## src/rtl/adc_capture_sequencer.sv

```systemverilog
// Capture scheduler for the ADC streaming ingest: turns DRDY falls or timer ticks
// into single start pulses, supervises the busy handshake and keeps frame statistics.
module adc_capture_sequencer #(
    parameter int SYNC_STAGES    = 2,
    parameter int PERIOD_W       = 24,
    parameter int CNT_W          = 16,
    parameter int TIMEOUT_CYCLES = 4096
) (
    input  logic                clk,
    input  logic                rst_n,
    input  logic                enable,
    input  logic                mode_periodic,
    input  logic [PERIOD_W-1:0] period_cycles,
    input  logic [CNT_W-1:0]    burst_frames,
    input  logic                adc_drdy_n,
    output logic                cap_start,
    input  logic                cap_busy,
    output logic                seq_active,
    output logic                burst_done,
    output logic [CNT_W-1:0]    frames_done,
    output logic [CNT_W-1:0]    missed_triggers,
    output logic                timeout_sticky,
    input  logic                stat_clear
);

    localparam int WD_W = $clog2(TIMEOUT_CYCLES + 1);

    typedef enum logic [2:0] {
        ST_IDLE,
        ST_ARMED,
        ST_LAUNCH,
        ST_CAPTURE,
        ST_DONE
    } state_t;

    state_t                state_reg;
    logic [SYNC_STAGES-1:0] sync_reg;
    logic [SYNC_STAGES:0]   warm_reg;
    logic                   drdy_prev_reg;
    logic                   drdy_trig_reg;
    logic [PERIOD_W-1:0]    timer_reg;
    logic [PERIOD_W-1:0]    reload_val;
    logic [WD_W-1:0]        wd_reg;
    logic [CNT_W-1:0]       burst_cnt_reg;
    logic [CNT_W-1:0]       burst_cnt_next;
    logic [CNT_W-1:0]       frames_reg;
    logic [CNT_W-1:0]       missed_reg;
    logic                   cap_start_reg;
    logic                   burst_done_reg;
    logic                   seq_active_reg;
    logic                   sticky_reg;

    logic timer_fire;
    logic trigger;
    logic wd_expired;
    logic frame_inc;
    logic missed_inc;
    logic timeout_evt;

    // The trigger is masked until every flop in the chain holds a real pin sample,
    // so a pin already low when reset releases does not read as a falling edge.
    always_ff @(posedge clk or negedge rst_n) begin
        if (!rst_n) begin
            sync_reg      <= '1;
            warm_reg      <= '0;
            drdy_prev_reg <= 1'b1;
            drdy_trig_reg <= 1'b0;
        end else begin
            sync_reg      <= {sync_reg[SYNC_STAGES-2:0], adc_drdy_n};
            warm_reg      <= {warm_reg[SYNC_STAGES-1:0], 1'b1};
            drdy_prev_reg <= sync_reg[SYNC_STAGES-1];
            drdy_trig_reg <= warm_reg[SYNC_STAGES] & drdy_prev_reg & ~sync_reg[SYNC_STAGES-1];
        end
    end

    assign reload_val     = (period_cycles < PERIOD_W'(2)) ? PERIOD_W'(1) : period_cycles - 1'b1;
    assign timer_fire     = (state_reg != ST_IDLE) && (timer_reg == '0);
    assign trigger        = mode_periodic ? timer_fire : drdy_trig_reg;
    assign wd_expired     = (wd_reg == WD_W'(TIMEOUT_CYCLES - 1));
    assign burst_cnt_next = burst_cnt_reg + 1'b1;
    assign frame_inc      = (state_reg == ST_CAPTURE) && !cap_busy;
    assign missed_inc     = trigger && (state_reg inside {ST_LAUNCH, ST_CAPTURE, ST_DONE});
    assign timeout_evt    = wd_expired &&
                            (((state_reg == ST_LAUNCH) && !cap_busy) ||
                             ((state_reg == ST_CAPTURE) && cap_busy));

    always_ff @(posedge clk or negedge rst_n) begin
        if (!rst_n) begin
            state_reg      <= ST_IDLE;
            cap_start_reg  <= 1'b0;
            burst_done_reg <= 1'b0;
            seq_active_reg <= 1'b0;
            timer_reg      <= '0;
            wd_reg         <= '0;
            burst_cnt_reg  <= '0;
        end else begin
            cap_start_reg  <= 1'b0;
            burst_done_reg <= 1'b0;

            // The timer free-runs while active so ticks during a capture show up as missed.
            if (state_reg == ST_IDLE) begin
                if (enable) begin
                    timer_reg <= reload_val;
                end
            end else if (timer_fire) begin
                timer_reg <= reload_val;
            end else begin
                timer_reg <= timer_reg - 1'b1;
            end

            case (state_reg)
                ST_IDLE: begin
                    if (enable) begin
                        state_reg      <= ST_ARMED;
                        seq_active_reg <= 1'b1;
                        burst_cnt_reg  <= '0;
                    end
                end
                ST_ARMED: begin
                    if (!enable) begin
                        state_reg      <= ST_IDLE;
                        seq_active_reg <= 1'b0;
                    end else if (trigger) begin
                        state_reg     <= ST_LAUNCH;
                        cap_start_reg <= 1'b1;
                        wd_reg        <= '0;
                    end
                end
                ST_LAUNCH: begin
                    if (cap_busy) begin
                        state_reg <= ST_CAPTURE;
                        wd_reg    <= '0;
                    end else if (wd_expired) begin
                        state_reg      <= enable ? ST_ARMED : ST_IDLE;
                        seq_active_reg <= enable;
                    end else begin
                        wd_reg <= wd_reg + 1'b1;
                    end
                end
                ST_CAPTURE: begin
                    if (!cap_busy) begin
                        burst_cnt_reg <= burst_cnt_next;
                        if ((burst_frames != '0) && (burst_cnt_next == burst_frames)) begin
                            state_reg      <= ST_DONE;
                            burst_done_reg <= 1'b1;
                        end else begin
                            state_reg      <= enable ? ST_ARMED : ST_IDLE;
                            seq_active_reg <= enable;
                        end
                    end else if (wd_expired) begin
                        state_reg      <= ST_IDLE;
                        seq_active_reg <= 1'b0;
                    end else begin
                        wd_reg <= wd_reg + 1'b1;
                    end
                end
                ST_DONE: begin
                    if (!enable) begin
                        state_reg      <= ST_IDLE;
                        seq_active_reg <= 1'b0;
                    end
                end
                default: begin
                    state_reg      <= ST_IDLE;
                    seq_active_reg <= 1'b0;
                end
            endcase
        end
    end

    // A clear on the same edge as an event wins; the event is dropped.
    always_ff @(posedge clk or negedge rst_n) begin
        if (!rst_n) begin
            frames_reg <= '0;
            missed_reg <= '0;
            sticky_reg <= 1'b0;
        end else if (stat_clear) begin
            frames_reg <= '0;
            missed_reg <= '0;
            sticky_reg <= 1'b0;
        end else begin
            if (frame_inc) begin
                frames_reg <= frames_reg + 1'b1;
            end
            if (missed_inc && (missed_reg != '1)) begin
                missed_reg <= missed_reg + 1'b1;
            end
            if (timeout_evt) begin
                sticky_reg <= 1'b1;
            end
        end
    end

    assign cap_start       = cap_start_reg;
    assign burst_done      = burst_done_reg;
    assign seq_active      = seq_active_reg;
    assign frames_done     = frames_reg;
    assign missed_triggers = missed_reg;
    assign timeout_sticky  = sticky_reg;

endmodule

```

## config.mk

```make
export PLATFORM = sky130hd
export DESIGN_NAME = adc_capture_sequencer
export DESIGN_NICKNAME = d
export VERILOG_FILES = /design/src/rtl/adc_capture_sequencer.sv
export SDC_FILE = /design/constraint.sdc
export NUM_CORES = 1
export LEC_CHECK = 0
export ABC_CLOCK_PERIOD_IN_PS = 4100
export CORE_ASPECT_RATIO = 0.5
export CORE_MARGIN = 2
export CORE_UTILIZATION = 45
export CTS_BUF_LIST = sky130_fd_sc_hd__clkbuf_16
export CTS_CLUSTER_DIAMETER = 100
export CTS_CLUSTER_SIZE = 16
export DETAILED_ROUTE_END_ITERATION = 6
export GPL_ROUTABILITY_DRIVEN = 0
export PLACE_DENSITY = 0.68
export RECOVER_POWER = 50
export SYNTH_ARGS = -nofsm -noshare
export SYNTH_HDL_FRONTEND = slang
export SYNTH_SLANG_ARGS = --single-unit
```

## constraint.sdc

```tcl
create_clock -name clk -period 4.1 [get_ports clk]
set_input_delay 0.82 -clock clk [delete_from_list [all_inputs] [get_ports clk]]
set_output_delay 0.82 -clock clk [all_outputs]
set_load 0.005 [all_outputs]
```

# [Word level (Yosys, flattened, before mapping)]
# Index checks and enable logic that the tools add are counted.
[op_classes] addsub=6 n_lt_le_gt_ge=1 eq_ne=20 mux=45 n_bitwise=3 reduce_logical=25
[ops] op="2-to-1 mux 16 bit" n=6
[ops] op="2-to-1 mux 24 bit" n=4
[ops] op="2-to-1 mux 13 bit" n=5
[ops] op="adder 16 x 1 -> 16 bit, second input constant" n=3
[ops] op="subtractor 24 x 1 -> 24 bit, second input constant" n=2
[ops] op="one-hot mux 13 bit (3 select lines)" n=1
[ops] op="one-hot mux 16 bit (2 select lines)" n=1
[ops] op="2-to-1 mux 3 bit" n=9
[ops] op="zero test 24 bit" n=1
[ops] op="less-than comparator 24 x 2 -> 1 bit, second input constant" n=1
[ops] op="inequality test 2 bit, second input constant" n=9
[ops] op="2-to-1 mux 1 bit" n=17
[ops] op="equality test 16 bit" n=1
[ops] op="inequality test 16 bit, second input constant" n=1
[ops] op="nonzero test 16 bit" n=1
[ops] op="one-hot mux 3 bit (5 select lines)" n=1
[ops] op="adder 13 x 1 -> 13 bit, second input constant" n=1
[ops] op="equality test 13 x 12 -> 1 bit, second input constant" n=1
[ops] op="inequality test 3 bit, second input constant" n=4
[ops] op="nonzero test 3 bit" n=3
[ops] op="logical AND 1 bit" n=8
[ops] op="nonzero test 2 bit" n=4
[ops] op="equality test 3 x 2 -> 1 bit, second input constant" n=2
[ops] op="AND reduction 6 bit" n=1
[ops] op="12 further kinds" n=13
[word_totals] reg_bits=99 in_bits=47 output_inout_bits=36 word_cells=114

# [Logic depth before layout (Yosys ltp)]
[logic_depth] word_depth=7 depth_mapped=11 depth_no_buf=9

# [Worst setup path before layout]
# OpenSTA, ideal clock, no wires.
[synth_timing] kind="in2reg" from="input period_cycles[18]" to="register timer_reg[9]" setup_time_ns=0.121 arrival_time_ns=2.788 required_time_ns=3.979 slack_ns=1.191 stages=7 path_buffers=1 path_cell_list="or4_1 -> nor4_1 -> nand3_1 -> o22ai_1 -> clkbuf_1 -> o32ai_1 -> a22o_1"
[synth_between] elab_chain_cells=4 word_cells_on_any_way=5 classes_between="order compare: 1; mux: 4"
[synth_lines] item="start, declared" line="13" source="input logic [PERIOD_W-1:0] period_cycles,"
[synth_lines] item="less-than comparator 24 x 2 -> 1 bit *" line="76" source="assign reload_val = (period_cycles < PERIOD_W'(2)) ? PERIOD_W'(1) : period_cycles - 1'b1;"
[synth_lines] item="2-to-1 mux 24 bit *" line="76"
[synth_lines] item="2-to-1 mux 24 bit, on equally long branches" line="105, 102"
[synth_lines] item="2-to-1 mux 24 bit *" line="101" source="if (state_reg == ST_IDLE) begin"
[synth_lines] item="end signal, assigned" line="103" source="timer_reg <= reload_val;"
[synth_lines] item="end signal, assigned" line="106" source="timer_reg <= reload_val;"
[synth_lines] item="end signal, assigned" line="108" source="timer_reg <= timer_reg - 1'b1;"
[synth_lines] item="end, declared" line="41" source="logic [PERIOD_W-1:0] timer_reg;"
# Every way passes the cells marked *; elsewhere a longest branch is shown, timed or not. The select of a mux whose other input is x is not followed.
# A chain may end at the register's enable or synchronous reset.

# [Worst setup path after layout]
[layout_timing] from="register timer_reg[21]" to="register wd_reg[3]"
[layout_between] elab_chain_cells=5
[layout_lines] item="zero test 24 bit" line="77" source="assign timer_fire = (state_reg != ST_IDLE) && (timer_reg == '0);"
[layout_lines] item="logical AND 1 bit" line="77"
[layout_lines] item="2-to-1 mux 1 bit" line="78" source="assign trigger = mode_periodic ? timer_fire : drdy_trig_reg;"
[layout_lines] item="inequality test 2 bit (no line)"
[layout_lines] item="AND reduction 4 bit (no line)"
[layout_lines] item="end signal, assigned" line="137" source="wd_reg <= wd_reg + 1'b1;"
[layout_lines] item="end signal, assigned" line="154" source="wd_reg <= wd_reg + 1'b1;"
[layout_lines] item="end, declared" line="43" source="logic [WD_W-1:0] wd_reg;"
# No other way between the ends.

==> run metrics <==
Hold WC Path Type flip-flop to flip-flop; Power Density 437 mW/mm^2; CP Capture Type flip-flop; status finished with violations; Post-synth top cells 103 x nor2_1, 96 x dfrtp_1, 62 x o21ai_0, 60 x nand2_1, 51 x xnor2_1; PostCTS Resize Cnt 0; GRT overflow 0; final wirelength 14,800 um; NumNets Final 833; Finished Layout Cells around 960; mux share of post-synthesis cell area 0.683%; drt via density roughly 5.7; Layout Area Growth over Synthesis 21.5%; WP data arrival 3.31 ns; crit path kind flip-flop to flip-flop; R2R cell count 6; wire per inst 15.5 um; final core occ about 57%; Hold-fix buffers, CTS 0; Die ar. 0.0144 mm^2; H-tree depth 3; clock sinks 99; worst reg2reg path startpoint timer_reg[21]; Post-Synth Simple-Gate Area 26.9%; final period utilization 76.1%; Reg power frac about two fifths; Worst-path clk slew about 0.07 ns; hold path startpoint warm_reg[0]; failing checks max-capacitance violations, max-slew violations; crit path from timer_reg[21]; Core Area 0.0129 mm^2; Max-cap violations 1; maximum clock path buffer count 2; sequential-to-total area share from yosys stat 41.0%; root buf cell clkbuf_16; Post-Syn Area 0.00605 mm^2; Net Count, Synth 758; adder-cell share of the synthesized area 1.24%; Avg Synthesized Cell Area 8.58 um^2; Die Y 86.0 um; Worst path most repeated cell nor2_1; distinct cell type count after synthesis 64; ordered cell list for the critical path or4_1 -> or3b_1 -> nor4_4 -> a21oi_2 -> nor2_1 -> nor2_1; All-Layer GR Usage 21.1%; number of synthesized flops with an enable pin 0; WP data required 4.30 ns; Buf/Inv on CP 0; Iter 0 DRT Violations 343; TritonRoute pass-1 iters 5; Fmax 0.321 GHz; die extent in x 168 um; leading register cell type out of synthesis dfrtp_1; most frequent cell after synthesis nor2_1; r2r setup slk about 0.98 ns; Worst R2R End wd_reg[3]; first-pass GRT wire length between 20,000 and 25,000 um; row cnt 29; initial antenna violation count 0; hold endpoint warm_reg[1]; IR drop worst, VDD 0.213 mV; main combinational cell family by area after synthesis simple AND/OR/NAND/NOR gates; clock network power share 27.7%; Pleak 2.90 nW; placed insts 939; ant diodes 0; hpwl dp ~11,000 um; CTS tree yes; Final Power 0.00321 W; IO Port Bufs between 80 and 90; number of synthesized register bits between 90 and 100; Syn Inst Count 705; delay of the slowest critical-path stage 0.63 ns; pin count of the biggest net entering global routing 81; Post-Route Skew a little under 0.007 ns; post-synth top area share 39.7%; sw power 0.00112 W; Post-Synth XOR/XNOR Area 12.0%; endpoints failing hold 0; post-layout min period 3.12 ns; setup tns final 0 ns; DRC viols 0; CP Launch Type flip-flop; design internal power 0.00209 W; Initial Util ~47%; synth warn 0; Clk Latency, worst-skew pair 0.34 ns; Crit-path slowest cell nor2_1; final setup vio count 0; CP Max Fanout 14; top cells by area, synth dfrtp_1 40%, xnor2_1 7.4%, nor2_1 6.4%; Max transition margin -30.2%; CP top delay family simple AND/OR/NAND/NOR gates; max reg flops 24; asr flop ratio synth 100%; Yosys top cell by area dfrtp_1; Final Max Tran Viols about 80; vias in the first global route 5,027; vias between 5k and 6k; Logic pwr share 31.2%; Sw Ratio approximately a third; io pins 83; Slew @ Worst Pin about 2 ns; Detail Route Antenna Nets 0; RSZ-0062 raised after global routing no; Compound-Gate Fraction of Synth Area 15.0%; fraction of layout cells with a size suffix above 1 5.22%; Hold Path Depth 0; CTS buffer count 9; Post-CTS Setup Inserts 0
[placed cells by master (no fill, tap or decap), types with 3 or more instances in the layout]
master,n
nor2_1,103
dfrtp_1,96
clkdlybuf4s50_1,69
o21ai_0,62
nand2_1,60
xnor2_1,51
xor2_1,32
nor3_1,30
nand3_1,24
nor4_1,23
nand4_1,20
inv_1,18
a21oi_1,17
a22o_1,14
nand2b_1,13
and3_1,12
dlygate4sd3_1,12
buf_4,10
clkbuf_16,9
or3_1,7
o22ai_1,7
or4_1,6
ha_1,6
a31oi_1,5
nor3_2,5
nand3b_1,4
o31ai_1,4
mux2i_1,3
nor2b_1,3
nor3b_1,3
o311ai_0,3
o32ai_1,3
a211o_1,3
dfstp_2,3
[worst max path at each step]
stage / to / slack (ns) / cells after the start
6_report: wd_reg[3] / 0.98 / 6
5_1_grt: timer_reg[4] / 0.54 / 2
4_1_cts: wd_reg[3] / 0.97 / 6
3_5_place_dp: wd_reg[3] / 0.74 / 6
3_3_place_gp: wd_reg[10] / 0.80 / 6
2_1_floorplan: timer_reg[9] / 1.19 / 7
[metrics by stage]
step	area [um^2]	setup slack, ns	hold slack [ns]
2_1_floorplan	6050	1.19	0.331
3_3_place_gp	7050	0.803	0.338
3_5_place_dp	7050	0.736	0.338
4_1_cts	7350	0.973	0.358
5_1_grt	7350	0.543	0.359
6_report	7350	0.982	0.357
[area by class of cell]
class | count | area [um^2]
flip-flops and latches | 99 | 2480
multi-input cells | 560 | 3390
repair buffers | 93 | 895
fillers | 1137 | 5530
clock inverters | 7 | 83.8
clock buffers | 9 | 225
inverters | 17 | 63.8
well taps | 170 | 213
[worst reg2reg max path, stage by stage (launching register included)]
cell     delay, ns
dfrtp_1       0.42
or4_1         0.60
or3b_1        0.43
nor4_4        0.47
a21oi_2       0.30
nor2_1        0.63
nor2_1        0.13
[layer usage]
layer  part of all wire (%)  track usage [%]  vias to the layer above  wire, um
li1                       -                -                     2671         -
met1                     49             30.2                     2617      7240
met2                     45             33.1                      134      6690
met3                    4.6             4.11                       15       685
met4                    1.1             5.38                        0       163
met5                      0                0                        -         0
[power by group through the flow]
stage                     combinational (W)  sequential, W  clock, W
final                               0.00100        0.00132  0.000890
after global routing                0.00112        0.00134  0.000955
after CTS                           0.00100        0.00131  0.000916
after detailed placement           0.000994        0.00133         0
after global placement             0.000975        0.00132         0
after floorplan                    0.000728        0.00127         0
[kinds of logic (layout without fill, tap and decap cells)]
logic type,Yosys count,in the layout
muxes,4,4
buffers and inverters,46,126
adders and majority gates,6,6
AOI/OAI and AO/OA,142,142
other,1,1
and+or+nand+nor,324,324
xor gates and xnor gates,83,83
DFF,99,99
(Power assumes the default switching activity.)
